[src/rtl/board_input_conditioner.sv]
// Conditions raw board KEY/SW pins for the button and switch PIOs: two-flop sync,
// counter debounce, registered press/release pulses and per-button auto-repeat.
module board_input_conditioner #(
  parameter int N_BTN           = 4,
  parameter int N_SW            = 10,
  parameter int DEBOUNCE_CYCLES = 500000,
  parameter int REPEAT_DELAY    = 25000000,
  parameter int REPEAT_PERIOD   = 5000000
) (
  input  logic             clk_clk,
  input  logic             reset_reset_n,
  input  logic [N_BTN-1:0] key_raw,
  input  logic [N_SW-1:0]  sw_raw,
  output logic [N_BTN-1:0] button_export,
  output logic [N_SW-1:0]  switch_export,
  output logic [N_BTN-1:0] press_pulse,
  output logic [N_BTN-1:0] release_pulse
);

  localparam int N_IN   = N_BTN + N_SW;
  localparam int CNT_W  = $clog2(DEBOUNCE_CYCLES);
  localparam int HC_MAX = (REPEAT_DELAY > REPEAT_PERIOD) ? REPEAT_DELAY : REPEAT_PERIOD;
  localparam int HC_W   = $clog2(HC_MAX + 1);

  localparam logic [CNT_W-1:0] CNT_LAST    = CNT_W'(DEBOUNCE_CYCLES - 1);
  localparam logic [HC_W-1:0]  DELAY_LAST  = HC_W'(REPEAT_DELAY - 1);
  localparam logic [HC_W-1:0]  PERIOD_LAST = HC_W'(REPEAT_PERIOD - 1);
  // Buttons idle high (active-low KEY), switches idle low.
  localparam logic [N_IN-1:0]  RST_VAL     = {{N_SW{1'b0}}, {N_BTN{1'b1}}};

  typedef enum logic [1:0] {
    ST_IDLE   = 2'd0,
    ST_DELAY  = 2'd1,
    ST_REPEAT = 2'd2
  } rep_state_e;

  logic [N_IN-1:0]  s1_q, s2_q, stable_q, stable_d;
  logic [CNT_W-1:0] cnt_q [N_IN];
  logic [CNT_W-1:0] cnt_d [N_IN];

  rep_state_e       state_q [N_BTN];
  rep_state_e       state_d [N_BTN];
  logic [HC_W-1:0]  hc_q [N_BTN];
  logic [HC_W-1:0]  hc_d [N_BTN];

  logic [N_BTN-1:0] fall_s, rise_s, rep_s;
  logic [N_BTN-1:0] press_q, press_d, release_q, release_d;

  // Synchroniser, debounce counters and stable levels.
  always_ff @(posedge clk_clk or negedge reset_reset_n) begin
    if (!reset_reset_n) begin
      s1_q     <= RST_VAL;
      s2_q     <= RST_VAL;
      stable_q <= RST_VAL;
      for (int i = 0; i < N_IN; i++) begin
        cnt_q[i] <= '0;
      end
    end else begin
      s1_q     <= {sw_raw, key_raw};
      s2_q     <= s1_q;
      stable_q <= stable_d;
      for (int i = 0; i < N_IN; i++) begin
        cnt_q[i] <= cnt_d[i];
      end
    end
  end

  // Per-bit debounce: accept s2 only after DEBOUNCE_CYCLES consecutive mismatches.
  always_comb begin
    stable_d = stable_q;
    for (int i = 0; i < N_IN; i++) begin
      cnt_d[i] = '0;
      if (s2_q[i] == stable_q[i]) begin
        cnt_d[i] = '0;
      end else if (cnt_q[i] == CNT_LAST) begin
        stable_d[i] = s2_q[i];
        cnt_d[i]    = '0;
      end else begin
        cnt_d[i] = cnt_q[i] + CNT_W'(1);
      end
    end
  end

  assign fall_s = stable_q[N_BTN-1:0] & ~stable_d[N_BTN-1:0];
  assign rise_s = ~stable_q[N_BTN-1:0] & stable_d[N_BTN-1:0];

  // Auto-repeat next state; a release wins over a coincident repeat expiry.
  always_comb begin
    for (int b = 0; b < N_BTN; b++) begin
      state_d[b] = state_q[b];
      hc_d[b]    = hc_q[b];
      rep_s[b]   = 1'b0;
      case (state_q[b])
        ST_IDLE: begin
          if (fall_s[b]) begin
            state_d[b] = ST_DELAY;
            hc_d[b]    = '0;
          end else begin
            state_d[b] = ST_IDLE;
          end
        end
        ST_DELAY: begin
          if (rise_s[b]) begin
            state_d[b] = ST_IDLE;
            hc_d[b]    = '0;
          end else if (hc_q[b] == DELAY_LAST) begin
            rep_s[b]   = 1'b1;
            state_d[b] = ST_REPEAT;
            hc_d[b]    = '0;
          end else begin
            hc_d[b] = hc_q[b] + HC_W'(1);
          end
        end
        ST_REPEAT: begin
          if (rise_s[b]) begin
            state_d[b] = ST_IDLE;
            hc_d[b]    = '0;
          end else if (hc_q[b] == PERIOD_LAST) begin
            rep_s[b] = 1'b1;
            hc_d[b]  = '0;
          end else begin
            hc_d[b] = hc_q[b] + HC_W'(1);
          end
        end
        default: begin
          state_d[b] = ST_IDLE;
          hc_d[b]    = '0;
        end
      endcase
    end
  end

  assign press_d   = fall_s | rep_s;
  assign release_d = rise_s;

  // Repeat FSM state and registered pulse outputs.
  always_ff @(posedge clk_clk or negedge reset_reset_n) begin
    if (!reset_reset_n) begin
      press_q   <= '0;
      release_q <= '0;
      for (int b = 0; b < N_BTN; b++) begin
        state_q[b] <= ST_IDLE;
        hc_q[b]    <= '0;
      end
    end else begin
      press_q   <= press_d;
      release_q <= release_d;
      for (int b = 0; b < N_BTN; b++) begin
        state_q[b] <= state_d[b];
        hc_q[b]    <= hc_d[b];
      end
    end
  end

  assign button_export = stable_q[N_BTN-1:0];
  assign switch_export = stable_q[N_IN-1:N_BTN];
  assign press_pulse   = press_q;
  assign release_pulse = release_q;

endmodule

[config.mk]
export PLATFORM = sky130hd
export DESIGN_NAME = board_input_conditioner
export DESIGN_NICKNAME = d
export VERILOG_FILES = /design/src/rtl/board_input_conditioner.sv
export SDC_FILE = /design/constraint.sdc
export NUM_CORES = 1
export LEC_CHECK = 0
export CORE_AREA = 2 2 235 237
export CTS_CLUSTER_SIZE = 16
export DETAILED_ROUTE_END_ITERATION = 10
export DIE_AREA = 0 0 237 239
export PLACE_DENSITY = 0.68
export SYNTH_ARGS = -nofsm -noshare
export SYNTH_HDL_FRONTEND = slang
export SYNTH_SLANG_ARGS = --single-unit
[constraint.sdc]
create_clock -name clk_clk -period 2.7 [get_ports clk_clk]
set_input_delay 0.405 -clock clk_clk [delete_from_list [all_inputs] [get_ports clk_clk]]
set_output_delay 0.405 -clock clk_clk [all_outputs]
set_load 0.005 [all_outputs]
==> results.cfg <==
[outcome]
status = complete, but fails checks
violations = negative setup slack

[setup_path]
cp-end-kind = flip-flop
worstPathRequired_ns = 3.16
worstPathArrival_ns = 3.18
worstPathMaxFanout = 6
cp-start-kind = flip-flop
worstSetupPathType = flip-flop to flip-flop

[grt]
globalRouteOverflowTotal = 0
antenna_found_initial = 0
grt_pass1_vias = 15767
grt_pass1_wl_mm = 74.3
grt_max_degree = 71
grt_usage = 0.152

[placed_design]
place.gp.congestion = 0.875
dp.cells = 2964
dp.final_hpwl_mm = 28.2
port_buffers = 37

[yosys]
synth_area_leaders = dfrtp_1, nor2_1, xnor2_1
avgSynthCellArea_um2 = 9.51
ys_types = 69
ys_seq_area_frac = 0.507
ys_warn_count = 0
synth-edff-count = 0
ys_seq_elements = 424
syn_nets = 2252
synth_top_area_cell = dfrtp_1
synth-async-reset-ratio = 1.00
synth_top_area_frac = 0.492
synthCells = 2206
synth_flop_cell = dfrtp_1
synth_area_um2 = 21000

[floorplanning]
rows = 86
fp.dieW_um = 237
start_util = 0.386
dieHeight_um = 239
core-area_um2 = 54300
die_area_um2 = 56600
io_pins = 38

[layout]
syn2layout_area_growth_pct = 16.8
diodes = 0
layout.nets = 2362
instances_no_fill = 3057
drive_above_1_share = 0.0982

[clocking]
htreeDepth = 2
cts_sinks = 424
root_buffer = clkbuf_16
path_clk_slew_ns = 0.06
cts_tree = done
cts_buffer_depth = 3
numCtsBuffers = 47
clk_latency_ns = 0.58

[route]
routed_via_density = 5.27
drtAntennaViolNets = 0
num_vias = 16103
firstDrtPassIters = 5
drt_iter0_drc = 960
remaining_drc_errors = 0
wire_per_inst_um = 13.7
wl_mm = 42.0

[pwr]
power.density_nw_per_um2 = 567
vdd_drop_max_mv = 0.547
cellLeakagePower_uw = 0.0101

[worst_hold_path]
hold_path.class = input pin to flip-flop

[sta]
setup_ws_ns = -0.0154
rsz0062_at_grt = true
fin_tns_setup_ns = -0.0252
fmaxAchievable_mhz = 368
worstMarginPinSlew_ns = 0.673
finalMaxSlewViolations = 0
hold_violations = 0
period_minus_slack_ns = 2.72
max_slew_margin = 0.547
finalCritPeriodShare = 1.01
setup_viol = 4
fin_skew_ns = 0.0271

[job]
max-cap-violations = 0
[per-layer routing]
| layer | vias up | track usage | part of all wire |
|---|---|---|---|
| met1 | 7846 | 0.206 | 0.47 |
| met5 | - | 0 | 0 |
| li1 | 7956 | - | - |
| met2 | 242 | 0.251 | 0.47 |
| met3 | 59 | 0.0269 | 0.037 |
| met4 | 0 | 0.0401 | 0.019 |
[per-stage QoR]
| step | util | worst slack (ns) | total power [µW] | instance area (µm²) | hold slack (ns) |
|---|---|---|---|---|---|
| final | 0.451 | -0.0154 | 13900 | 24500 | 0.245 |
| after global routing | 0.451 | -0.0916 | 14400 | 24500 | 0.216 |
| after CTS | 0.450 | 0.00207 | 14100 | 24400 | 0.199 |
| after detailed placement | 0.417 | -0.0769 | 6970 | 22600 | 0.335 |
| after global placement | 0.417 | -0.0301 | 6950 | 22600 | 0.331 |
| after floorplan | - | 0.0136 | 6750 | 21000 | 0.109 |
[final timing paths]
| path | depth (start not counted) | slack [ns] | start | to |
|---|---|---|---|---|
| max in group asynchronous | 3 | 1.42 | reset_reset_n | stable_q[0] |
| setup reg to reg | 7 | -0.02 | hc_q[60] | hc_q[71] |
| setup / recovery | 7 | -0.02 | hc_q[60] | hc_q[71] |
| min in group asynchronous | 2 | 0.36 | reset_reset_n | cnt_q[130] |
| hold / removal | 1 | 0.25 | key_raw[1] | s1_q[1] |
| hold reg to reg | 0 | 0.34 | s1_q[5] | s2_q[5] |
[where the power goes]
part / total [µW] / leakage (µW) / switching (µW) / internal (µW)
sequential: 6490 / 0.00580 / 61.2 / 6430
combinational: 345 / 0.00346 / 239 / 106
clock: 7050 / 0.000834 / 2650 / 4390
total: 13900 / 0.0101 / 2950 / 10900
[area by class of cell]
class	count	area [µm²]
Fill cell	5024	29800
Sequential cell	424	10600
Multi-Input combinational cell	1655	9920
Clock buffer	63	1320
Timing Repair Buffer	120	1100
Tap cell	704	881
Clock inverter	23	403
Inverter	68	255
[critical path, stage by stage (launching register included)]
cell	delay (ns)
dfrtp_1	0.38
or4b_1	0.52
or4_4	0.54
o41a_1	0.41
buf_4	0.17
o21a_4	0.24
a21o_1	0.16
a21o_1	0.17
[synth_stat cells (all sizes together) (23+ instances only)]
cell	instances
a21o	23
a21oi	35
and3	37
and4	32
clkbuf	52
dfrtp	412
ha	30
inv	68
nand2	211
nand3	191
nand4	86
nor2	353
nor3	53
nor4	32
o21ai	69
or3	42
xnor2	125
xor2	114
[state kept, by name (all words and copies together), names as in the netlist]
name	count
cnt_q	266
hc_q	100
s1_q	14
s2_q	14
stable_q	14
state_q	8
press_pulse	4
release_pulse	4
[cells in the final DEF (no fill, tap or decap), types with 9 or more instances in the layout]
master and n:
nand2_1 211, nor3_1 53, clkdlybuf4s50_1 36, or4_1 16, a22o_1 10, buf_4 72
nor4b_1 16, dfstp_2 12, o21ai_0 61, nor2_1 352, dfrtp_1 412, xnor2_1 125
nor4_1 31, clkbuf_16 48, nand4_1 86, ha_1 30, a21oi_1 33, or2_2 16
or3_1 38, and4_1 32, and3_1 37, and2_1 9, mux2_2 11, xor2_1 114
bufinv_16 10, inv_1 68, nand3_1 191, a21o_1 23, nand2b_1 10, nor3b_1 10
o311ai_0 18
[cells by family after synthesis]
group | share of synthesized area
simple gates | 0.276
flops | 0.507
xor+xnor | 0.0998
compound gates | 0.0684
buf+inv | 0.0239
fa+ha+maj | 0.0179
mux | 0.00734
[repair_timing]
item	in CTS	in global routing
pin swaps	0	8
gates resized for setup	4	24
hold buffers	1	0
endpoints found under the setup margin	11	62
hold endpoints to repair	61	0
buffers inserted	2	2
gates cloned	2	0
No activity file was read; power rests on OpenSTA's default activity.
